$ cat config.mk
export PLATFORM = sky130hd
export DESIGN_NAME = pipeline_ctrl
export DESIGN_NICKNAME = d
export VERILOG_FILES = /design/src/rtl/pipe_pkg.sv /design/src/rtl/sat_counter.sv /design/src/rtl/pipeline_ctrl.sv
export SDC_FILE = /design/constraint.sdc
export NUM_CORES = 1
export LEC_CHECK = 0
export CORE_MARGIN = 2
export CORE_UTILIZATION = 50
export DETAILED_ROUTE_END_ITERATION = 10
export PLACE_DENSITY_LB_ADDON = 0.08
export SETUP_SLACK_MARGIN = 0.5
export SYNTH_ARGS = -nofsm -noshare
export SYNTH_HDL_FRONTEND = slang
export SYNTH_SLANG_ARGS = --single-unit
$ cat constraint.sdc
create_clock -name clk -period 4.7 [get_ports clk]
set_input_delay 0.47 -clock clk [delete_from_list [all_inputs] [get_ports clk]]
set_output_delay 0.47 -clock clk [all_outputs]
set_load 0.005 [all_outputs]
$ cat src/rtl/pipe_pkg.sv
// Shared definitions for the pipeline hazard controller: FSM state encoding and
// the default mul/div EX-stage occupancy.
package pipe_pkg;

    typedef enum logic {
        RUN    = 1'b0,
        MULDIV = 1'b1
    } state_e;

    localparam int MULDIV_LAT_DEF = 4;

endpackage

$ cat src/rtl/sat_counter.sv
// Saturating up-counter with synchronous clear.
// Latency: count visible the cycle after inc; clr wins over inc; holds at all-ones.
module sat_counter #(
    parameter int W = 32
) (
    input  logic         clk,
    input  logic         reset_n,
    input  logic         clr,
    input  logic         inc,
    output logic [W-1:0] count
);

    logic [W-1:0] count_q;
    logic [W-1:0] count_d;

    always_comb begin
        count_d = count_q;
        if (clr) begin
            count_d = '0;
        end else if (inc && (count_q != '1)) begin
            count_d = count_q + 1'b1;
        end
    end

    always_ff @(posedge clk or negedge reset_n) begin
        if (!reset_n) begin
            count_q <= '0;
        end else begin
            count_q <= count_d;
        end
    end

    assign count = count_q;

endmodule

$ cat src/rtl/pipeline_ctrl.sv
// Pipeline hazard controller: branch flush, load-use stall, multi-cycle mul/div hold.
// Control outputs are combinational; a single mul/div stalls the front end MULDIV_LAT-1 cycles.
module pipeline_ctrl
    import pipe_pkg::*;
#(
    parameter int MULDIV_LAT = MULDIV_LAT_DEF,
    parameter int CNT_W      = 32
) (
    input  logic             clk,
    input  logic             reset_n,
    input  logic             IDEX_MemRead,
    input  logic [4:0]       IDEX_rd,
    input  logic [4:0]       IFID_rs1,
    input  logic [4:0]       IFID_rs2,
    input  logic             branch_taken,
    input  logic             muldiv_start,
    input  logic             cnt_clr,
    output logic             PC_Write,
    output logic             IFID_Write,
    output logic             IDEX_Write,
    output logic             Flush,
    output logic             IDEX_Bubble,
    output logic             EXMEM_Bubble,
    output logic             busy,
    output logic [CNT_W-1:0] stall_cycles,
    output logic [CNT_W-1:0] flush_events
);

    localparam int            CW       = $clog2(MULDIV_LAT);
    localparam logic [CW-1:0] CNT_LOAD = CW'(MULDIV_LAT - 2);

    state_e          state_q, state_d;
    logic [CW-1:0]   cnt_q, cnt_d;
    logic            load_use;

    assign load_use = IDEX_MemRead && (IDEX_rd != 5'd0) &&
                      ((IDEX_rd == IFID_rs1) || (IDEX_rd == IFID_rs2));

    always_comb begin
        state_d      = state_q;
        cnt_d        = cnt_q;
        PC_Write     = 1'b1;
        IFID_Write   = 1'b1;
        IDEX_Write   = 1'b1;
        Flush        = 1'b0;
        IDEX_Bubble  = 1'b0;
        EXMEM_Bubble = 1'b0;
        busy         = 1'b0;
        // Gate on reset so inputs cannot leak through while the block is held.
        if (reset_n) begin
            case (state_q)
                RUN: begin
                    if (branch_taken) begin
                        Flush = 1'b1;
                    end else if (muldiv_start) begin
                        PC_Write     = 1'b0;
                        IFID_Write   = 1'b0;
                        IDEX_Write   = 1'b0;
                        EXMEM_Bubble = 1'b1;
                        cnt_d        = CNT_LOAD;
                        state_d      = MULDIV;
                    end else if (load_use) begin
                        PC_Write    = 1'b0;
                        IFID_Write  = 1'b0;
                        IDEX_Bubble = 1'b1;
                    end
                end
                MULDIV: begin
                    busy = 1'b1;
                    if (branch_taken) begin
                        Flush   = 1'b1;
                        state_d = RUN;
                    end else if (cnt_q != '0) begin
                        PC_Write     = 1'b0;
                        IFID_Write   = 1'b0;
                        IDEX_Write   = 1'b0;
                        EXMEM_Bubble = 1'b1;
                        cnt_d        = cnt_q - 1'b1;
                    end else begin
                        // Release cycle: the result leaves EX, front end resumes.
                        state_d = RUN;
                    end
                end
                default: state_d = RUN;
            endcase
        end
    end

    always_ff @(posedge clk or negedge reset_n) begin
        if (!reset_n) begin
            state_q <= RUN;
            cnt_q   <= '0;
        end else begin
            state_q <= state_d;
            cnt_q   <= cnt_d;
        end
    end

    sat_counter #(.W(CNT_W)) u_stall_cnt (
        .clk     (clk),
        .reset_n (reset_n),
        .clr     (cnt_clr),
        .inc     (!PC_Write),
        .count   (stall_cycles)
    );

    sat_counter #(.W(CNT_W)) u_flush_cnt (
        .clk     (clk),
        .reset_n (reset_n),
        .clr     (cnt_clr),
        .inc     (Flush),
        .count   (flush_events)
    );

endmodule

==> results.py, run 1 <==
metrics = {
    "status": {
        "status": "completed",
    },
    "yosys": {
        "async_reset_ff_frac": 1.00,
        "syn_area_per_cell_um2": 9.23,
        "synthesis.area_um2": 4060,
        "synth-seq-area-share": 0.413,
        "ys.flop_type": "dfrtp_1",
        "synth_edf_count": 0,
        "ys_ff_latch": 67,
        "ys_types": 47,
        "yosysWarnings": 0,
        "syn_nets": 464,
        "synthCells": 440,
    },
    "pwr": {
        "powerDensity_nw_per_um2": 240,
        "seqPwrFrac": 0.475,
        "internal-power_mw": 0.954,
        "ir_worst_vdd_mv": 0.155,
        "p_switching_mw": 0.303,
        "p_leak_nw": 1.98,
        "combPwrFrac": 0.098,
        "switching_share": 0.241,
        "p_clk_frac": 0.427,
    },
    "detailed_routing": {
        "wl_per_cell_um": 15.4,
        "drt_iter0_drc": 192,
        "vias_per_cell": 5.87,
        "firstDrtPassIters": 4,
        "routed_wl_um": 9690,
        "ant_nets": 0,
        "route.detailed.drc": 0,
        "routed-via-count": 3701,
    },
    "place": {
        "gp_congestion": 0.824,
        "post_dp_cell_area_um2": 5000,
        "preCtsSetupSlack_ns": 1.69,
        "hpwlAfterDp_um": 6580,
        "portBuffers": 91,
    },
    "floorplanning": {
        "die_w_um": 94.1,
        "die_y_um": 94.1,
        "core-area_um2": 7810,
        "ios": 92,
        "rows": 32,
        "dieArea_um2": 8860,
        "start_util": 0.520,
    },
    "clock_network": {
        "cts_tree": "done",
        "cts_sinks": 67,
        "cts_buffer_depth": 2,
        "cts_root_buf": "clkbuf_8",
        "cts.htree.levels": 3,
        "insertion_delay_ns": 0.35,
        "cts.reportedPaths.clkPinSlew_ns": 0.07,
        "numCtsBuffers": 9,
        "post_cts_buffers": 0,
    },
    "timing": {
        "fmax_ghz": 0.344,
        "finalHoldViolCount": 0,
        "fin_tns_setup_ns": 0,
        "fin_crit_ns": 2.91,
        "finClkSkew_ns": 0.0119,
        "setup_violations": 0,
        "period_share": 0.619,
        "tightest_slew_ns": 1.22,
        "report.final.slew_viol_count": 0,
        "timing.hold.ws_ns": 0.523,
        "rsz0062_at_grt": "no",
        "layout_setup_ws_ns": 1.79,
        "max_slew_margin": 0.180,
    },
    "final_layout": {
        "diodes": 0,
        "fill_cells": 675,
        "synthToLayoutAreaGrowth_pct": 28.7,
        "mostFrequentLayoutCell": "clkdlybuf4s50_1",
        "ff_latch_area_um2": 1680,
        "multiInputGateArea_um2": 2220,
        "drive_above_1_share": 0.0775,
        "finalInstanceArea_um2": 5230,
        "nets": 548,
        "layout_common_cells": "89 x clkdlybuf4s50_1, 67 x dfrtp_1, 53 x nor2_1",
    },
    "worst_setup_path": {
        "path_common_cell": "clkdlybuf4s50_1",
        "worst-path-stages": 5,
        "cp.required_ns": 4.23,
        "cpPeakStageDelay_ns": 0.55,
        "crit_family": "buffers and inverters",
        "worstReg2RegStart": "u_stall_cnt.count[7]",
        "worstSetupPathType": "input port to output pin",
        "cp-end-kind": "output pin",
        "arrival_ns": 2.44,
        "reg2reg_slack_ns": 1.95,
        "slowest_stage": "or4_1",
        "reg2reg_to": "u_stall_cnt.count[31]",
        "startpoint_type": "input port",
        "critPathMaxFanout": 3,
        "crit_buf_inv": 2,
        "cp_cell_sequence": "clkdlybuf4s50_1, or4_1, o21a_1, a31oi_4, clkdlybuf4s50_1",
        "rr_worst_depth": 6,
    },
    "global_routing": {
        "antenna_found_initial": 0,
        "track_usage": 0.229,
        "grt_pass1_vias": 3546,
        "global_route.overflow_total": 0,
        "grt_pass1_wl_um": 16200,
        "grt_max_degree": 65,
    },
    "worst_hold_path": {
        "min_path_type": "input port to asynchronous set/reset pin",
    },
    "flow_run": {
        "max_cap_viol_count": 0,
    },
}
-- cell type report --
cell class | instances | share of cell area
clock buffers | 12 | 0.0278
clock inverters | 4 | 0.0141
inverters | 9 | 0.00646
multi-input cells | 340 | 0.425
flip-flops and latches | 67 | 0.321
well taps | 102 | 0.0244
repair buffers | 97 | 0.181
-- per-layer routing --
metal	GRT usage	up-vias	routed length, um
met3	0.0490	15	513
met4	0.0797	0	140
li1	-	1787	-
met1	0.302	1799	4490
met2	0.374	100	4540
met5	0	-	0
-- cells in the mapped netlist, types with 9 or more instances --
| master | instances | share of area |
|---|---|---|
| nor2_1 | 53 | 0.049 |
| nand2_1 | 29 | 0.027 |
| nand4_1 | 16 | 0.025 |
| and4_1 | 10 | 0.022 |
| a21oi_1 | 26 | 0.032 |
| dfrtp_1 | 67 | 0.41 |
| or4_1 | 19 | 0.035 |
| nor4_1 | 10 | 0.015 |
| clkbuf_1 | 9 | 0.0083 |
| nand3_1 | 25 | 0.031 |
| xnor2_1 | 39 | 0.084 |
| nor3_1 | 14 | 0.017 |
| o31ai_1 | 16 | 0.030 |
| nor2b_1 | 11 | 0.017 |
-- kinds of logic (layout without fill, tap and decap cells) --
| group | Yosys count | count (layout) | synth area share |
|---|---|---|---|
| buffers and inverters | 33 | 122 | 0.0440 |
| AO/OA/AOI/OAI | 60 | 60 | 0.0933 |
| AND/OR/NAND/NOR | 228 | 228 | 0.325 |
| adder cells (fa/ha/maj) | 3 | 3 | 0.00924 |
| flip-flops | 67 | 67 | 0.413 |
| multiplexers | 10 | 10 | 0.0314 |
| XOR/XNOR | 39 | 39 | 0.0841 |
-- worst max-delay path by stage --
stage               startpoint                    to  slack (ns)
finish              IDEX_rd[1]              PC_Write        1.79
global route           reset_n          EXMEM_Bubble        1.71
CTS                 IDEX_rd[1]            IFID_Write        1.77
detailed placement  IDEX_rd[1]  u_stall_cnt.count[5]        1.69
global placement    IDEX_rd[1]  u_stall_cnt.count[5]        1.73
floorplan           IDEX_rd[1]              PC_Write        2.37
-- stage by stage --
step	instances	power, mW	util
3_5_place_dp	614	0.731	0.640
4_1_cts	631	1.27	0.670
3_3_place_gp	614	0.728	0.640
2_1_floorplan	440	0.679	-
6_report	631	1.26	0.670
5_1_grt	631	1.30	0.670
-- sequential cells by signal, summed over array words and instances, names as in the netlist --
name	flops
cnt_q	2
state_q	1
u_flush_cnt.count	32
u_stall_cnt.count	32
-- repair_timing --
| action | in CTS | in global routing |
|---|---|---|
| hold buffers | 1 | 0 |
| gates resized for setup | 0 | 0 |
| hold endpoints to repair | 4 | 0 |
-- power groups by stage --
stage / Sequential [mW] / Clock [mW] / Combinational [mW]
global placement: 0.607 / 0 / 0.120
global route: 0.598 / 0.568 / 0.139
floorplan: 0.606 / 0 / 0.0730
CTS: 0.596 / 0.548 / 0.125
finish: 0.597 / 0.536 / 0.123
detailed placement: 0.607 / 0 / 0.124
Power figures use the tool's default switching activity.
==> run 2, diff against run 1 <==
- CORE_UTILIZATION: 50 -> 46
- clock period: 4.7 -> 2.5 ns (I/O delays scaled with it)
==> results.py, run 2 (synthesized netlist as in run 1, its figures left out) <==
metrics = {
    "status": {
        "status": "completed",
    },
    "floorplanning": {
        "start_util": 0.470,
        "die_y_um": 98.0,
        "dieArea_um2": 9600,
        "ios": 92,
        "rows": 34,
        "die_w_um": 98.0,
        "core-area_um2": 8640,
    },
    "timing": {
        "setup_violations": 0,
        "fin_crit_ns": 2.05,
        "period_share": 0.819,
        "timing.hold.ws_ns": 0.250,
        "tightest_slew_ns": 1.22,
        "finalHoldViolCount": 0,
        "max_slew_margin": 0.184,
        "fin_tns_setup_ns": 0,
        "report.final.slew_viol_count": 0,
        "finClkSkew_ns": 0.00644,
        "rsz0062_at_grt": "yes",
        "layout_setup_ws_ns": 0.452,
        "fmax_ghz": 0.488,
    },
    "global_routing": {
        "global_route.overflow_total": 0,
        "grt_pass1_wl_um": 18800,
        "grt_max_degree": 60,
        "antenna_found_initial": 0,
        "grt_pass1_vias": 3842,
        "track_usage": 0.242,
    },
    "final_layout": {
        "finalInstanceArea_um2": 6340,
        "fill_cells": 605,
        "ff_latch_area_um2": 1700,
        "multiInputGateArea_um2": 2620,
        "fin_util": 0.734,
        "diodes": 0,
        "layout_common_cells": "79 x clkdlybuf4s50_1, 59 x buf_4, 52 x dfrtp_1",
        "nets": 618,
        "finalNonFillerCells": 707,
        "drive_above_1_share": 0.336,
        "mostFrequentLayoutCell": "clkdlybuf4s50_1",
        "synthToLayoutAreaGrowth_pct": 56.0,
    },
    "detailed_routing": {
        "routed-via-count": 4127,
        "route.detailed.drc": 0,
        "drt_iter0_drc": 265,
        "ant_nets": 0,
        "wl_per_cell_um": 17.6,
        "routed_wl_um": 12500,
        "vias_per_cell": 5.84,
        "firstDrtPassIters": 5,
    },
    "worst_setup_path": {
        "slowest_stage": "dfrtp_1",
        "reg2reg_to": "u_stall_cnt.count[29]",
        "crit_buf_inv": 2,
        "crit_family": "simple AND/OR/NAND/NOR gates",
        "worstSetupPathType": "register to register",
        "cpPeakStageDelay_ns": 0.43,
        "startpoint_type": "register",
        "cp-end-kind": "register",
        "cp.required_ns": 2.73,
        "arrival_ns": 2.28,
        "cp_cell_sequence": "nand2_1, nor3_4, nand3_2, nor4_4, buf_6, buf_12, nor3_2, mux2_4",
        "critPathMaxFanout": 5,
        "worstReg2RegStart": "u_stall_cnt.count[12]",
        "rr_worst_depth": 8,
        "reg2reg_slack_ns": 0.45,
    },
    "clock_network": {
        "cts_tree": "done",
        "insertion_delay_ns": 0.35,
        "cts.reportedPaths.clkPinSlew_ns": 0.08,
        "cts.htree.levels": 3,
        "cts_root_buf": "clkbuf_8",
        "cts_sinks": 67,
        "numCtsBuffers": 9,
        "cts_buffer_depth": 2,
    },
    "flow_run": {
        "max_cap_viol_count": 0,
    },
    "place": {
        "preCtsSetupSlack_ns": -0.0696,
        "placed_cells_incl_taps": 637,
        "post_dp_cell_area_um2": 5160,
        "gp_congestion": 0.836,
        "portBuffers": 91,
        "hpwlAfterDp_um": 7160,
    },
    "pwr": {
        "ir_worst_vdd_mv": 0.290,
        "p_leak_nw": 2.47,
        "powerDensity_nw_per_um2": 416,
        "p_total_mw": 2.64,
    },
    "worst_hold_path": {
        "min_path_type": "input port to asynchronous set/reset pin",
    },
}
==> run 2: what timing repair did <==
item / CTS / global route
pin swaps: 22 / 36
hold endpoints to repair: 3 / 0
gates cloned: 4 / 2
setup endpoints to repair: 62 / 63
hold buffers: 2 / 0
buffers inserted: 15 / 31
resized for setup: 59 / 77
==> run 2: how the worst max path moves through the flow <==
stage,end,slack [ns],cells after the start,from
detailed placement,u_stall_cnt.count[5],-0.07,9,IDEX_rd[3]
floorplan,u_stall_cnt.count[5],0.51,9,cnt_q[0]
global placement,IFID_Write,-0.04,5,IDEX_rd[1]
finish,u_stall_cnt.count[29],0.45,8,u_stall_cnt.count[12]
global route,u_stall_cnt.count[5],0.39,8,u_stall_cnt.count[12]
CTS,u_flush_cnt.count[29],0.44,6,u_flush_cnt.count[12]
==> run 2: report_power, final <==
part	switching [mW]	internal [mW]	total, mW
Combinational	0.188	0.188	0.376
Clock	0.446	0.692	1.14
Sequential	0.0194	1.10	1.12
Total	0.654	1.98	2.64
==> run 2: metal layers <==
layer | vias to the layer above | track usage | routed length (um)
met5 | - | 0 | 0
met4 | 0 | 0.0962 | 266
met3 | 25 | 0.0515 | 729
met2 | 137 | 0.363 | 6020
met1 | 2052 | 0.343 | 5460
li1 | 1913 | - | -
==> run 2: layout make-up <==
| cell class | instances | area share |
|---|---|---|
| timing repair buffer | 167 | 0.254 |
| clock inverter | 4 | 0.0154 |
| sequential | 67 | 0.267 |
| clock buffer | 12 | 0.0229 |
| inverter | 9 | 0.00533 |
| tap | 108 | 0.0213 |
| multi-input combinational | 340 | 0.414 |
==> run 3, diff against run 2 <==
- CORE_UTILIZATION: 46 -> 50
- clock period: 2.5 -> 2.1 ns (I/O delays scaled with it)
==> results.py, run 3 (synthesized netlist as in run 1, its figures left out) <==
metrics = {
    "status": {
        "status": "finished, violations left",
        "violations": "negative setup slack",
    },
    "timing": {
        "report.final.slew_viol_count": 0,
        "fmax_ghz": 0.426,
        "max_slew_margin": 0.379,
        "fin_crit_ns": 2.35,
        "period_share": 1.12,
        "tightest_slew_ns": 0.931,
        "layout_setup_ws_ns": -0.246,
        "finalHoldViolCount": 0,
        "setup_violations": 39,
        "finClkSkew_ns": 0.0158,
        "rsz0062_at_grt": "yes",
    },
    "pwr": {
        "powerDensity_nw_per_um2": 438,
        "ir_worst_vdd_mv": 0.353,
        "p_clk_frac": 0.400,
        "seqPwrFrac": 0.402,
        "combPwrFrac": 0.198,
        "internal-power_mw": 2.34,
        "p_switching_mw": 0.977,
        "p_leak_nw": 3.49,
        "switching_share": 0.294,
    },
    "global_routing": {
        "global_route.overflow_total": 0,
        "antenna_found_initial": 1,
        "grt_max_degree": 54,
        "grt_pass1_wl_um": 23400,
        "grt_pass1_vias": 4584,
        "track_usage": 0.341,
    },
    "floorplanning": {
        "die_w_um": 94.1,
        "core-area_um2": 7810,
        "ios": 92,
        "start_util": 0.520,
        "rows": 32,
        "die_y_um": 94.1,
        "dieArea_um2": 8860,
    },
    "worst_setup_path": {
        "endpoint": "u_stall_cnt.count[9]",
        "reg2reg_to": "u_stall_cnt.count[9]",
        "worst-path-stages": 9,
        "cpPeakStageDelay_ns": 0.54,
        "slowest_stage": "or4_1",
        "worstSetupPathType": "register to register",
        "rr_worst_depth": 9,
        "crit_buf_inv": 3,
        "startpoint_type": "register",
        "critPathMaxFanout": 5,
        "crit_family": "simple AND/OR/NAND/NOR gates",
        "cp-end-kind": "register",
        "arrival_ns": 2.60,
        "reg2reg_slack_ns": -0.25,
        "crit_path_start": "u_stall_cnt.count[18]",
        "cp.required_ns": 2.35,
        "worstReg2RegStart": "u_stall_cnt.count[18]",
        "cp_cell_sequence": "buf_4, nand2_1, nor2_2, nand3_2, nor4_4, buf_6, bufbuf_16, or4_1, a21oi_1",
    },
    "final_layout": {
        "drive_above_1_share": 0.469,
        "ff_latch_area_um2": 1690,
        "fin_util": 0.971,
        "mostFrequentLayoutCell": "buf_4",
        "synthToLayoutAreaGrowth_pct": 86.6,
        "nets": 690,
        "multiInputGateArea_um2": 3030,
        "fill_cells": 123,
        "layout_common_cells": "97 x buf_4, 56 x dfrtp_1, 43 x nor2_1",
    },
    "clock_network": {
        "cts_buffer_depth": 2,
        "cts_root_buf": "clkbuf_8",
        "cts.htree.levels": 3,
        "insertion_delay_ns": 0.38,
        "cts.reportedPaths.clkPinSlew_ns": 0.09,
        "numCtsBuffers": 9,
        "cts_tree": "done",
        "cts_sinks": 67,
    },
    "detailed_routing": {
        "wl_per_cell_um": 28.5,
        "firstDrtPassIters": 6,
        "route.detailed.drc": 0,
        "ant_nets": 0,
        "routed_wl_um": 22000,
        "routed-via-count": 5433,
        "vias_per_cell": 7.02,
        "drt_iter0_drc": 734,
    },
    "place": {
        "preCtsSetupSlack_ns": -0.364,
        "portBuffers": 91,
        "gp_congestion": 0.802,
        "hpwlAfterDp_um": 7610,
    },
    "flow_run": {
        "max_cap_viol_count": 0,
    },
    "worst_hold_path": {
        "min_path_type": "input port to asynchronous set/reset pin",
    },
}
==> run 3: worst min path at each step <==
stage / start / endpoint / slack, ns / cells past startpoint
after global placement: reset_n / u_flush_cnt.count[27] / 0.27 / 2
final: reset_n / u_stall_cnt.count[19] / 0.12 / 2
after global routing: reset_n / u_flush_cnt.count[4] / 0.17 / 2
after detailed placement: reset_n / u_flush_cnt.count[27] / 0.28 / 2
after floorplan: reset_n / cnt_q[0] / -0.09 / 0
after CTS: reset_n / u_flush_cnt.count[5] / 0.13 / 2
==> run 3: metrics by stage <==
| stage | TNS (ns) | power, mW | hold slack (ns) | std cells | instance area [um^2] |
|---|---|---|---|---|---|
| 2_1_floorplan | 0 | 1.56 | -0.0856 | 440 | 4410 |
| 3_3_place_gp | -9.55 | 1.69 | 0.269 | 658 | 5670 |
| 3_5_place_dp | -10.79 | 1.70 | 0.278 | 658 | 5670 |
| 4_1_cts | 0 | 3.05 | 0.133 | 731 | 6810 |
| 5_1_grt | -4.88 | 3.38 | 0.169 | 773 | 7580 |
| 6_report | -2.49 | 3.32 | 0.119 | 774 | 7580 |
==> run 3: final cells by class <==
class / count / area share
repair buffers: 239 / 0.326
clock buffers: 10 / 0.0182
inverters: 9 / 0.00446
well taps: 102 / 0.0168
clock inverters: 6 / 0.0116
diodes: 1 / 0.000330
multi-input cells: 340 / 0.399
flip-flops and latches: 67 / 0.223
==> run 3: what timing repair did <==
item	4_1_cts	5_1_grt
hold buffers	1	0
hold endpoints to repair	14	0
resized for setup	119	109
endpoints found under the setup margin	74	101
gates cloned	7	4
pin swaps	76	58
buffers inserted	49	38
==> run 3: power groups by stage <==
stage / Sequential (mW) / Combinational, mW / Clock [mW]
floorplan: 1.36 / 0.198 / 0
global placement: 1.36 / 0.332 / 0
detailed placement: 1.36 / 0.345 / 0
CTS: 1.33 / 0.471 / 1.25
global route: 1.34 / 0.681 / 1.36
finish: 1.33 / 0.655 / 1.33
==> run 3: metal layers <==
metal	track usage	share of wire	vias to the layer above	wire length, um
li1	-	-	2066	-
met1	0.399	0.32	2534	7050
met2	0.607	0.48	619	10500
met3	0.0538	0.11	214	2480
met4	0.162	0.091	0	2010
met5	0	0	-	0
